**src/rtl/nn_pkg.sv**
```systemverilog
// Shared types and default geometry for the nn memory loader and its helpers.
package nn_pkg;

    typedef enum logic [1:0] {
        IDLE,
        LOAD_W,
        LOAD_X,
        DONE
    } state_t;

    localparam int W_ADDR_LEN = 20;
    localparam int X_ADDR_LEN = 10;
    localparam int W_SEL_LEN  = 2;
    localparam int X_SEL_LEN  = 2;
    localparam int W_DEPTH    = 300;
    localparam int W_BANKS    = 4;
    localparam int X_DEPTH    = 8;

endpackage

```
**src/rtl/nn_wrap_counter.sv**
```systemverilog
// Modulo-MAX up counter with synchronous clear; wrap flags the enabled terminal step.
module nn_wrap_counter #(
    parameter int MAX   = 4,
    parameter int WIDTH = 2
) (
    input  logic             clk,
    input  logic             rst,
    input  logic             en,
    input  logic             clr,
    output logic [WIDTH-1:0] cnt,
    output logic             wrap
);

    assign wrap = en && (cnt == WIDTH'(MAX - 1));

    // clr takes priority so a fresh load always starts from zero
    always_ff @(posedge clk or negedge rst) begin
        if (!rst) begin
            cnt <= '0;
        end else if (clr || wrap) begin
            cnt <= '0;
        end else if (en) begin
            cnt <= cnt + 1'b1;
        end
    end

endmodule

```
**src/rtl/nn_mem_loader.sv**
```systemverilog
// Streams serial bits into mem_sys: weight banks first, then the input bank, then signals done.
module nn_mem_loader
    import nn_pkg::*;
#(
    parameter int W_ADDR_LEN = nn_pkg::W_ADDR_LEN,
    parameter int X_ADDR_LEN = nn_pkg::X_ADDR_LEN,
    parameter int W_SEL_LEN  = nn_pkg::W_SEL_LEN,
    parameter int X_SEL_LEN  = nn_pkg::X_SEL_LEN,
    parameter int W_DEPTH    = nn_pkg::W_DEPTH,
    parameter int W_BANKS    = nn_pkg::W_BANKS,
    parameter int X_DEPTH    = nn_pkg::X_DEPTH
) (
    input  logic                  clk,
    input  logic                  rst,
    input  logic                  start,
    input  logic                  abort,
    input  logic                  in_valid,
    input  logic                  in_bit,
    output logic                  in_ready,
    output logic                  write_rq_w,
    output logic                  write_rq_x,
    output logic                  read_rq_w,
    output logic                  read_rq_x,
    output logic [W_ADDR_LEN-1:0] rw_address,
    output logic [X_ADDR_LEN-1:0] rw_address_x,
    output logic                  write_data,
    output logic [W_SEL_LEN-1:0]  sel_w,
    output logic [X_SEL_LEN-1:0]  sel_x,
    output logic                  busy,
    output logic                  done
);

    localparam int CNT_W = $clog2(W_DEPTH);

    state_t               state;
    state_t               state_next;
    logic [CNT_W-1:0]     addr_cnt;
    logic [W_SEL_LEN-1:0] bank_cnt;
    logic                 addr_wrap;
    logic                 bank_wrap;
    logic                 load_w;
    logic                 load_x;
    logic                 accept;
    logic                 start_load;
    logic                 x_last;

    assign load_w     = (state == LOAD_W);
    assign load_x     = (state == LOAD_X);
    assign in_ready   = (load_w || load_x) && !abort;
    assign accept     = in_valid && in_ready;
    assign start_load = start && !abort && ((state == IDLE) || (state == DONE));
    assign x_last     = accept && load_x && (addr_cnt == CNT_W'(X_DEPTH - 1));

    assign busy      = load_w || load_x;
    assign done      = (state == DONE);
    assign read_rq_w = 1'b0;
    assign read_rq_x = 1'b0;
    assign sel_x     = '0;

    // The address counter also serves LOAD_X; it is cleared once the input bank completes
    nn_wrap_counter #(
        .MAX   (W_DEPTH),
        .WIDTH (CNT_W)
    ) u_addr_cnt (
        .clk  (clk),
        .rst  (rst),
        .en   (accept),
        .clr  (start_load || abort || x_last),
        .cnt  (addr_cnt),
        .wrap (addr_wrap)
    );

    nn_wrap_counter #(
        .MAX   (W_BANKS),
        .WIDTH (W_SEL_LEN)
    ) u_bank_cnt (
        .clk  (clk),
        .rst  (rst),
        .en   (load_w && addr_wrap),
        .clr  (start_load || abort),
        .cnt  (bank_cnt),
        .wrap (bank_wrap)
    );

    always_ff @(posedge clk or negedge rst) begin
        if (!rst) begin
            state <= IDLE;
        end else begin
            state <= state_next;
        end
    end

    always_comb begin
        state_next = state;
        if (abort) begin
            state_next = IDLE;
        end else begin
            case (state)
                IDLE, DONE: if (start) state_next = LOAD_W;
                LOAD_W:     if (bank_wrap) state_next = LOAD_X;
                LOAD_X:     if (x_last) state_next = DONE;
                default:    state_next = IDLE;
            endcase
        end
    end

    // One-cycle registered write port; address, data and select hold between strobes
    always_ff @(posedge clk or negedge rst) begin
        if (!rst) begin
            write_rq_w   <= 1'b0;
            write_rq_x   <= 1'b0;
            write_data   <= 1'b0;
            rw_address   <= '0;
            rw_address_x <= '0;
            sel_w        <= '0;
        end else begin
            write_rq_w <= accept && load_w;
            write_rq_x <= accept && load_x;
            if (accept) begin
                write_data <= in_bit;
                if (load_w) begin
                    rw_address <= W_ADDR_LEN'(addr_cnt);
                    sel_w      <= bank_cnt;
                end else begin
                    rw_address_x <= X_ADDR_LEN'(addr_cnt);
                end
            end
        end
    end

endmodule

```
**config.mk**
```make
export PLATFORM = sky130hd
export DESIGN_NAME = nn_mem_loader
export DESIGN_NICKNAME = d
export VERILOG_FILES = /design/src/rtl/nn_pkg.sv /design/src/rtl/nn_wrap_counter.sv /design/src/rtl/nn_mem_loader.sv
export SDC_FILE = /design/constraint.sdc
export NUM_CORES = 1
export LEC_CHECK = 0
export BUFFER_PORTS_ARGS = -buffer_cell sky130_fd_sc_hd__buf_2
export CORE_MARGIN = 4
export CORE_UTILIZATION = 40
export DETAILED_ROUTE_END_ITERATION = 10
export GPL_ROUTABILITY_DRIVEN = 0
export SYNTH_ARGS = -nofsm -noshare
export SYNTH_HDL_FRONTEND = slang
export SYNTH_SLANG_ARGS = --single-unit
```
**constraint.sdc**
```tcl
create_clock -name clk -period 5.3 [get_ports clk]
set_input_delay 0.795 -clock clk [delete_from_list [all_inputs] [get_ports clk]]
set_output_delay 0.795 -clock clk [all_outputs]
set_load 0.005 [all_outputs]
```
* Word level (Yosys, flattened, before mapping)
Cells that the tools add are included.
Storage, ports and cells: output and inout bits 42, register bits 36, word-level logic and storage cells 54
Cells by class: reduce and logical (&&, ||, !) cells 24, add/sub/neg operators 2, equal/unequal tests 9, bitwise operators 1, mux-type cells 9
Operators with widths (count):
- two-way mux 9 bit | 2
- two-way mux 2 bit | 6
- logical AND 1 bit | 10
- adder 9 x 1 -> 9 bit, second input constant | 1
- equality test 9 x 3 -> 1 bit, second input constant | 1
- equality test 9 bit, second input constant | 1
- equality test 2 bit, second input constant | 3
- logical OR 1 bit | 6
- inequality test 3 x 2 -> 1 bit, second input constant | 2
- case mux 2 bit (3 select lines) | 1
- AND reduction 2 bit | 2
- nonzero test 2 bit | 2
- inequality test 3 bit, second input constant | 1
- AND reduction 3 bit | 1
- adder 2 x 1 -> 2 bit, second input constant | 1
- equality test 2 x 1 -> 1 bit, second input constant | 1
- zero test 2 bit | 1
- OR reduction 2 bit | 1
- zero test 1 bit | 1
- inverter 1 bit | 1

* Depth between registers and ports, before layout
Gate-level depths: netlist of run 1.
depth in word-level cells 10, depth in mapped cells 7, mapped depth without buffers 6

* Hierarchy
A second synthesis of run 1 with hierarchy kept.
Second synthesis, totals: cells, all modules 157, area, all modules 1845.5 sq um
Modules (own cells, without submodules):
- nn_mem_loader | cells each 98, area each 1231.2 sq um, sequential area each 625.6 sq um, instances 1
- nn_wrap_counter at u_addr_cnt | cells each 49, area each 504.2 sq um, sequential area each 225.2 sq um, instances 1
- nn_wrap_counter at u_bank_cnt | cells each 10, area each 110.1 sq um, sequential area each 50.0 sq um, instances 1

* Worst setup path after synthesis of run 1
OpenSTA, ideal clock, no wires.
kind register to register, from reg state[0], to reg rw_address[2], cell stages (with the launch flop) 8, data arrival time 1.890 ns, path slack 3.283 ns, buffers on the path 2, period minus slack after synthesis 2.017 ns, path through dfrtp_1 > inv_1 > ha_1 > or3b_1 > buf_6 > nor2_4 > buf_6 > mux2_1
On the way: cells in the longest elaborated chain, start to end 5
Ends and longest elaborated chain:
- from (decl) | RTL line nn_mem_loader.sv:35 | state_t state;
- from (signal assigned) | RTL line nn_mem_loader.sv:89 | state <= state_next;
- equality test 2 x 1 -> 1 bit / equality test 2 bit (equally long branches) | RTL line nn_mem_loader.sv:47, nn_mem_loader.sv:48
- logical OR 1 bit | RTL line nn_mem_loader.sv:49 | assign in_ready = (load_w || load_x) && !abort;
- logical AND 1 bit | RTL line nn_mem_loader.sv:49
- logical AND 1 bit | RTL line nn_mem_loader.sv:50 | assign accept = in_valid && in_ready;
- AND reduction 2 bit (no source line) *
- to (signal assigned) | RTL line nn_mem_loader.sv:122 | rw_address <= W_ADDR_LEN'(addr_cnt);
- to (decl) | RTL line nn_mem_loader.sv:24 | output logic [W_ADDR_LEN-1:0] rw_address,
Every way passes the cells marked *; elsewhere a longest branch is shown, timed or not. A chain may end at the register's enable or synchronous reset.

* Worst setup path in the final report of run 1
from reg state[0], to reg rw_address[4]
The elaborated chain is that of the path after synthesis.

==> metrics.txt, run 1 <==
# TYPE chip_impl_metric gauge
chip_impl_info{name="outcome",value="finished clean"} 1
chip_impl_metric{name="synth-warning-count",unit=""} 0
chip_impl_info{name="setup.worst_path.end_class",value="register"} 1
chip_impl_metric{name="setup_viol_count_final",unit=""} 0
chip_impl_info{name="layout_commonest_cell",value="sky130_fd_sc_hd__dfrtp_1"} 1
chip_impl_metric{name="cts.sinks",unit=""} 36
chip_impl_metric{name="cts-hold-fix-buffers",unit=""} 0
chip_impl_metric{name="die_w",unit="um"} 75.4
chip_impl_metric{name="initial_antenna_violation_count",unit=""} 0
chip_impl_metric{name="async_flop_share",unit=""} 1.00
chip_impl_metric{name="site_row_count",unit=""} 24
chip_impl_metric{name="switching_share",unit=""} 0.304
chip_impl_metric{name="fin_crit_sh",unit=""} 0.459
chip_impl_metric{name="io_pins",unit=""} 48
chip_impl_metric{name="insertedDiodeCount",unit=""} 0
chip_impl_metric{name="max_stage_delay",unit="ns"} 0.67
chip_impl_metric{name="final_max_slew_viol_count",unit=""} 0
chip_impl_metric{name="clock_tree.buffer_depth",unit=""} 2
chip_impl_info{name="tritoncts_clock_tree",value="done"} 1
chip_impl_info{name="crit_path_cell_trace",value="inv_1, ha_1, or3b_1, nor2_4, mux2_2"} 1
chip_impl_metric{name="tritoncts.num_buffers",unit=""} 5
chip_impl_info{name="rsz0062_at_grt",value="false"} 1
chip_impl_metric{name="htree_levels",unit=""} 2
chip_impl_metric{name="power_dens_cells",unit="nW/um^2"} 331
chip_impl_metric{name="worst_setup_hold_path_clk_slew",unit="ns"} 0.06
chip_impl_metric{name="io_buffers",unit=""} 31
chip_impl_metric{name="netlist_area",unit="sq um"} 1820
chip_impl_metric{name="hpwlAfterDp",unit="um"} 2510
chip_impl_metric{name="syn_area_per_cell",unit="sq um"} 12.0
chip_impl_metric{name="power.clock.fraction",unit=""} 0.287
chip_impl_metric{name="timing.clock.skew",unit="ns"} 0.00209
chip_impl_metric{name="power.internal",unit="mW"} 0.468
chip_impl_metric{name="path_buf_inv",unit=""} 1
chip_impl_metric{name="route.vias.total",unit=""} 1170
chip_impl_metric{name="effective_utilization_at_floorplan",unit=""} 0.415
chip_impl_metric{name="clock.fmax",unit="GHz"} 0.411
chip_impl_metric{name="worst-r2r-setup-slack",unit="ns"} 2.87
chip_impl_metric{name="cts.repair.resized",unit=""} 0
chip_impl_info{name="worstReg2RegEnd",value="rw_address[4]"} 1
chip_impl_metric{name="first_global_vias",unit=""} 1176
chip_impl_metric{name="final_design_area_no_fill",unit="sq um"} 2030
chip_impl_metric{name="y_dimension_of_the_die",unit="um"} 75.4
chip_impl_metric{name="max_slew_margin",unit=""} 0.477
chip_impl_metric{name="final_hold_viol_count",unit=""} 0
chip_impl_metric{name="grt_overflow_total",unit=""} 0
chip_impl_metric{name="seq_power_share",unit=""} 0.455
chip_impl_metric{name="synth_edf_count",unit=""} 0
chip_impl_metric{name="grt_first_pass_wirelength",unit="um"} 5360
chip_impl_metric{name="cts_setup_buffers",unit=""} 0
chip_impl_metric{name="worst_path_fanout_max",unit=""} 12
chip_impl_info{name="startpoint_type",value="register"} 1
chip_impl_info{name="critPathLaunch",value="state[0]"} 1
chip_impl_metric{name="share_of_the_synthesized_area_in_the_top_cell_type",unit=""} 0.496
chip_impl_metric{name="drt_first_iter_violations",unit=""} 64
chip_impl_metric{name="p_switching",unit="mW"} 0.204
chip_impl_metric{name="drt.antenna.violating_nets",unit=""} 0
chip_impl_metric{name="cp.required",unit="ns"} 5.47
chip_impl_metric{name="drt_pass1_iterations",unit=""} 4
chip_impl_info{name="synth_top_cells_by_area",value="sky130_fd_sc_hd__dfrtp_1 50%, sky130_fd_sc_hd__mux2_1 8.7%, sky130_fd_sc_hd__buf_4 6.6%"} 1
chip_impl_metric{name="avgRoutedWirePerCell",unit="um"} 13.9
chip_impl_metric{name="globalRouteTotalUtil",unit=""} 0.130
chip_impl_metric{name="pin_count_of_the_biggest_net_entering_global_routing",unit=""} 37
chip_impl_metric{name="critical_path_depth",unit=""} 5
chip_impl_metric{name="drc_errors",unit=""} 0
chip_impl_metric{name="coreArea",unit="sq um"} 4380
chip_impl_info{name="synth-main-ff-cell",value="sky130_fd_sc_hd__dfrtp_1"} 1
chip_impl_metric{name="timing.reg2reg.worst_path_depth",unit=""} 5
chip_impl_info{name="synthDominantAreaCellType",value="sky130_fd_sc_hd__dfrtp_1"} 1
chip_impl_info{name="critical_path.reg2reg.startpoint",value="state[0]"} 1
chip_impl_info{name="slowest_stage",value="sky130_fd_sc_hd__or3b_1"} 1
chip_impl_metric{name="synth_cell_type_count",unit=""} 37
chip_impl_metric{name="p_leak",unit="nW"} 1.08
chip_impl_metric{name="insertion_delay",unit="ns"} 0.28
chip_impl_metric{name="die_area",unit="sq um"} 5690
chip_impl_metric{name="share_of_synthesized_area_occupied_by_flip_flops_and_latches",unit=""} 0.496
chip_impl_metric{name="layout-drive-gt1-share",unit=""} 0.280
chip_impl_info{name="worst_setup_path_endpoint",value="rw_address[4]"} 1
chip_impl_metric{name="syn-instance-count",unit=""} 152
chip_impl_metric{name="synth.ff_latch_count",unit=""} 36
chip_impl_metric{name="worst_ir_drop_vdd",unit="mV"} 0.184
chip_impl_metric{name="comb_power_share",unit=""} 0.258
chip_impl_metric{name="fin_setup_tns",unit="ns"} 0
chip_impl_metric{name="tightestPinTransition",unit="ns"} 0.784
chip_impl_info{name="worst_setup_path_type",value="reg2reg"} 1
chip_impl_metric{name="area.growth.synth_to_final",unit="%"} 11.8
chip_impl_info{name="hold_path.class",value="reg2reg"} 1
chip_impl_info{name="ctsRootBufferMaster",value="sky130_fd_sc_hd__clkbuf_8"} 1
chip_impl_metric{name="arrival",unit="ns"} 2.60
chip_impl_metric{name="post_drt_via_cell_ratio",unit=""} 4.92
chip_impl_info{name="cpLargestDelayFamily",value="simple AND/OR/NAND/NOR gates"} 1
chip_impl_metric{name="routed_wl",unit="um"} 3310
chip_impl_metric{name="min_period",unit="ns"} 2.43
chip_impl_metric{name="fin_nets",unit=""} 197
chip_impl_info{name="layout_common_cells",value="36 x sky130_fd_sc_hd__dfrtp_1, 31 x sky130_fd_sc_hd__buf_2, 16 x sky130_fd_sc_hd__conb_1"} 1
chip_impl_metric{name="placed_area",unit="sq um"} 1940
chip_impl_metric{name="max-cap-violations",unit=""} 0
-- synth_stat cells (2+ instances only) --
cell type and count:
sky130_fd_sc_hd__a21oi_1 3, sky130_fd_sc_hd__a41o_1 2, sky130_fd_sc_hd__buf_4 16, sky130_fd_sc_hd__buf_6 2, sky130_fd_sc_hd__dfrtp_1 36, sky130_fd_sc_hd__ha_1 6
sky130_fd_sc_hd__inv_1 6, sky130_fd_sc_hd__mux2_1 14, sky130_fd_sc_hd__mux2_2 7, sky130_fd_sc_hd__nand2_1 10, sky130_fd_sc_hd__nand3_1 3, sky130_fd_sc_hd__nand4_1 2
sky130_fd_sc_hd__nor2_1 12, sky130_fd_sc_hd__nor3_1 2, sky130_fd_sc_hd__nor3_2 2, sky130_fd_sc_hd__or3b_1 2, sky130_fd_sc_hd__xnor2_1 6, sky130_fd_sc_hd__xor2_1 2
-- cell families after synthesis --
kind of cell	share of synthesized area
compound gates	0.0468
xor+xnor	0.0385
fa+ha+maj	0.0413
buf+inv	0.0957
flops	0.496
mux	0.130
other cells	0.00206
simple gates	0.150
-- through the flow --
step           hold WS (ns)  utilization  instances  power, mW  setup WS, ns
2_1_floorplan         0.470            -        167      0.445          3.28
4_1_cts               0.485        0.464        238      0.685          2.85
5_1_grt               0.489        0.464        238      0.720          2.75
3_5_place_dp          0.467        0.443        230      0.488          2.79
6_report              0.480        0.464        238      0.672          2.87
3_3_place_gp          0.462        0.443        230      0.480          2.84
-- worst register-to-register path, cell delays in order, from the launching register on --
cell	delay (ns)
sky130_fd_sc_hd__dfrtp_1	0.40
sky130_fd_sc_hd__inv_1	0.07
sky130_fd_sc_hd__ha_1	0.37
sky130_fd_sc_hd__or3b_1	0.67
sky130_fd_sc_hd__nor2_4	0.42
sky130_fd_sc_hd__mux2_2	0.39
-- sequential cells by signal (all words and copies together), names as in the netlist --
name,count
u_bank_cnt.cnt,2
rw_address,9
state,2
sel_w,2
write_rq_w,1
write_data,1
write_rq_x,1
rw_address_x,9
u_addr_cnt.cnt,9
-- final cells by class --
type | instances | area [sq um]
tap | 52 | 65.1
clock buffer | 8 | 90.1
multi-input combinational | 105 | 800
timing repair buffer | 31 | 155
fill | 425 | 2350
sequential | 36 | 901
inverter | 6 | 22.5
-- per-layer routing --
layer | global-route usage | wire [um]
met3 | 0.0449 | 238
met4 | 0.0583 | 67
met2 | 0.204 | 1550
met1 | 0.162 | 1450
met5 | 0 | 0
-- worst min path at each step --
stage	start	endpoint	slack (ns)	cells after the start
3_5_place_dp	write_data	write_data	0.47	2
2_1_floorplan	write_data	write_data	0.47	2
3_3_place_gp	rw_address_x[8]	rw_address_x[8]	0.46	1
5_1_grt	rw_address[2]	rw_address[2]	0.49	1
6_report	rw_address[2]	rw_address[2]	0.48	1
4_1_cts	rw_address_x[7]	rw_address_x[7]	0.48	1
-- power groups by stage --
| stage | Clock [mW] | Sequential (mW) | Combinational, mW |
|---|---|---|---|
| 6_report | 0.193 | 0.306 | 0.174 |
| 5_1_grt | 0.216 | 0.308 | 0.196 |
| 4_1_cts | 0.202 | 0.306 | 0.177 |
| 3_5_place_dp | 0 | 0.311 | 0.177 |
| 3_3_place_gp | 0 | 0.310 | 0.171 |
| 2_1_floorplan | 0 | 0.309 | 0.136 |
Note: power is estimated with default switching activity, not from simulation.
==> inputs of run 2 (changes only) <==
--- a/config.mk
+++ b/config.mk
@@ -10,6 +10,7 @@
 export CORE_UTILIZATION = 40
 export DETAILED_ROUTE_END_ITERATION = 10
 export GPL_ROUTABILITY_DRIVEN = 0
+export PLACE_DENSITY = 0.66
 export SYNTH_ARGS = -nofsm -noshare
 export SYNTH_HDL_FRONTEND = slang
 export SYNTH_SLANG_ARGS = --single-unit
==> constraint.sdc (replaced) <==
create_clock -name clk -period 2.2 [get_ports clk]
set_input_delay 0.33 -clock clk [delete_from_list [all_inputs] [get_ports clk]]
set_output_delay 0.33 -clock clk [all_outputs]
set_load 0.005 [all_outputs]
==> run 2 against run 1 <==
Against the previous run: non-clock buffer count is 6 higher; critical path type unchanged; largest cell class unchanged; clock skew fell by 0.00066 ns; highest routed layer unchanged; via count down 0.26%.
==> metrics.txt, run 2 (synthesis gave the netlist of run 1 again) <==
# TYPE chip_impl_metric gauge
chip_impl_metric{name="max_stage_delay",unit="ns"} 0.41
chip_impl_metric{name="insertedDiodeCount",unit=""} 0
chip_impl_metric{name="site_row_count",unit=""} 24
chip_impl_metric{name="max_slew_margin",unit=""} 0.474
chip_impl_metric{name="cts-hold-fix-buffers",unit=""} 0
chip_impl_metric{name="fin_nets",unit=""} 203
chip_impl_metric{name="routed_wl",unit="um"} 3350
chip_impl_metric{name="min_period",unit="ns"} 2.04
chip_impl_info{name="startpoint_type",value="register"} 1
chip_impl_metric{name="cp.required",unit="ns"} 2.41
chip_impl_metric{name="y_dimension_of_the_die",unit="um"} 75.4
chip_impl_metric{name="path_buf_inv",unit=""} 2
chip_impl_info{name="cpLargestDelayFamily",value="simple AND/OR/NAND/NOR gates"} 1
chip_impl_metric{name="fin_crit_sh",unit=""} 0.927
chip_impl_metric{name="worst-r2r-setup-slack",unit="ns"} 0.16
chip_impl_metric{name="effective_utilization_at_floorplan",unit=""} 0.415
chip_impl_metric{name="area.growth.synth_to_final",unit="%"} 15.4
chip_impl_metric{name="avgRoutedWirePerCell",unit="um"} 13.7
chip_impl_info{name="crit_path_cell_trace",value="inv_1, ha_1, buf_4, and4bb_1, nand4_1, or3b_1, a21oi_1"} 1
chip_impl_metric{name="worst_hold_slack",unit="ns"} 0.124
chip_impl_metric{name="route.vias.total",unit=""} 1167
chip_impl_metric{name="final_max_slew_viol_count",unit=""} 0
chip_impl_metric{name="die_area",unit="sq um"} 5690
chip_impl_info{name="reg.largest.list",value="rw_address x9, rw_address_x x9, u_addr_cnt.cnt x9"} 1
chip_impl_metric{name="fin_setup_tns",unit="ns"} 0
chip_impl_metric{name="drt_pass1_iterations",unit=""} 3
chip_impl_info{name="slowest_stage",value="sky130_fd_sc_hd__or3b_1"} 1
chip_impl_metric{name="timing.reg2reg.worst_path_depth",unit=""} 7
chip_impl_metric{name="worst_setup_hold_path_clk_slew",unit="ns"} 0.07
chip_impl_info{name="layout_commonest_cell",value="sky130_fd_sc_hd__dfrtp_1"} 1
chip_impl_metric{name="first_global_vias",unit=""} 1149
chip_impl_metric{name="pin_count_of_the_biggest_net_entering_global_routing",unit=""} 37
chip_impl_metric{name="io_buffers",unit=""} 31
chip_impl_metric{name="setup_viol_count_final",unit=""} 0
chip_impl_metric{name="htree_levels",unit=""} 2
chip_impl_metric{name="insertion_delay",unit="ns"} 0.28
chip_impl_metric{name="io_pins",unit=""} 48
chip_impl_metric{name="max-cap-violations",unit=""} 0
chip_impl_metric{name="post_drt_via_cell_ratio",unit=""} 4.78
chip_impl_metric{name="tightestPinTransition",unit="ns"} 0.788
chip_impl_info{name="worstReg2RegEnd",value="u_bank_cnt.cnt[1]"} 1
chip_impl_info{name="outcome",value="finished clean"} 1
chip_impl_info{name="worst_setup_path_type",value="reg2reg"} 1
chip_impl_metric{name="layout-drive-gt1-share",unit=""} 0.313
chip_impl_metric{name="die_w",unit="um"} 75.4
chip_impl_metric{name="grt_overflow_total",unit=""} 0
chip_impl_metric{name="worst_path_fanout_max",unit=""} 5
chip_impl_metric{name="worst_ir_drop_vdd",unit="mV"} 0.570
chip_impl_metric{name="coreArea",unit="sq um"} 4380
chip_impl_metric{name="globalRouteTotalUtil",unit=""} 0.132
chip_impl_metric{name="initial_antenna_violation_count",unit=""} 0
chip_impl_info{name="ctsRootBufferMaster",value="sky130_fd_sc_hd__clkbuf_8"} 1
chip_impl_info{name="setup.worst_path.end_class",value="register"} 1
chip_impl_metric{name="clock.fmax",unit="GHz"} 0.491
chip_impl_info{name="critical_path.reg2reg.startpoint",value="state[0]"} 1
chip_impl_metric{name="timing.clock.skew",unit="ns"} 0.00143
chip_impl_metric{name="final_hold_viol_count",unit=""} 0
chip_impl_info{name="rsz0062_at_grt",value="false"} 1
chip_impl_metric{name="grt_first_pass_wirelength",unit="um"} 5490
chip_impl_metric{name="cts.sinks",unit=""} 36
chip_impl_metric{name="power_dens_cells",unit="nW/um^2"} 846
chip_impl_metric{name="tritoncts.num_buffers",unit=""} 5
chip_impl_info{name="hold_path.class",value="in2async"} 1
chip_impl_info{name="layout_common_cells",value="36 x sky130_fd_sc_hd__dfrtp_1, 31 x sky130_fd_sc_hd__buf_2, 16 x sky130_fd_sc_hd__conb_1"} 1
chip_impl_metric{name="drt_first_iter_violations",unit=""} 67
chip_impl_metric{name="drc_errors",unit=""} 0
chip_impl_metric{name="clock_tree.buffer_depth",unit=""} 2
chip_impl_metric{name="arrival",unit="ns"} 2.25
chip_impl_metric{name="drt.antenna.violating_nets",unit=""} 0
chip_impl_info{name="tritoncts_clock_tree",value="done"} 1
chip_impl_metric{name="hpwlAfterDp",unit="um"} 2510
chip_impl_metric{name="p_leak",unit="nW"} 1.12
==> run 2: area by class of cell <==
| class | instances | area [sq um] |
|---|---|---|
| multi-input cells | 105 | 802 |
| repair buffers | 37 | 200 |
| flip-flops and latches | 36 | 901 |
| clock buffers | 6 | 72.6 |
| clock inverters | 2 | 35.0 |
| fillers | 440 | 2290 |
| inverters | 6 | 22.5 |
| well taps | 52 | 65.1 |
==> run 2: how the worst max path moves through the flow <==
stage	depth (start not counted)	startpoint	slack (ns)	endpoint
2_1_floorplan	7	state[0]	0.18	rw_address[2]
3_3_place_gp	5	state[1]	0.16	sel_w[1]
3_5_place_dp	6	state[0]	0.12	rw_address[5]
4_1_cts	6	state[0]	0.10	rw_address[5]
5_1_grt	7	state[0]	0.09	u_bank_cnt.cnt[1]
6_report	7	state[0]	0.16	u_bank_cnt.cnt[1]
==> run 2: timing repair <==
item	CTS	global route
buffers inserted	0	0
endpoints found under the hold margin	0	0
endpoints found under the setup margin	0	1
gates resized for setup	0	1
==> run 2: metal layers <==
| metal | share of wire | global-route usage |
|---|---|---|
| met5 | 0 | 0 |
| met4 | 0.018 | 0.0583 |
| met3 | 0.052 | 0.0409 |
| met2 | 0.49 | 0.211 |
| met1 | 0.44 | 0.165 |
==> run 2: through the flow <==
stage                     power [mW]  cell area [sq um]  cells   util  setup slack [ns]
after CTS                       1.79               2100    244  0.478             0.105
after detailed placement        1.23               1990    236  0.453             0.124
after global routing            1.90               2100    244  0.479            0.0927
final                           1.78               2100    244  0.479             0.162
after floorplan                 1.07               1870    167      -             0.183
after global placement          1.22               1990    236  0.453             0.164
==> run 2: where the power goes <==
part	internal (mW)	switching (mW)	total, mW	leakage, nW
Combinational	0.214	0.270	0.485	0.562
Clock	0.336	0.224	0.560	0.0552
Sequential	0.704	0.0261	0.730	0.499
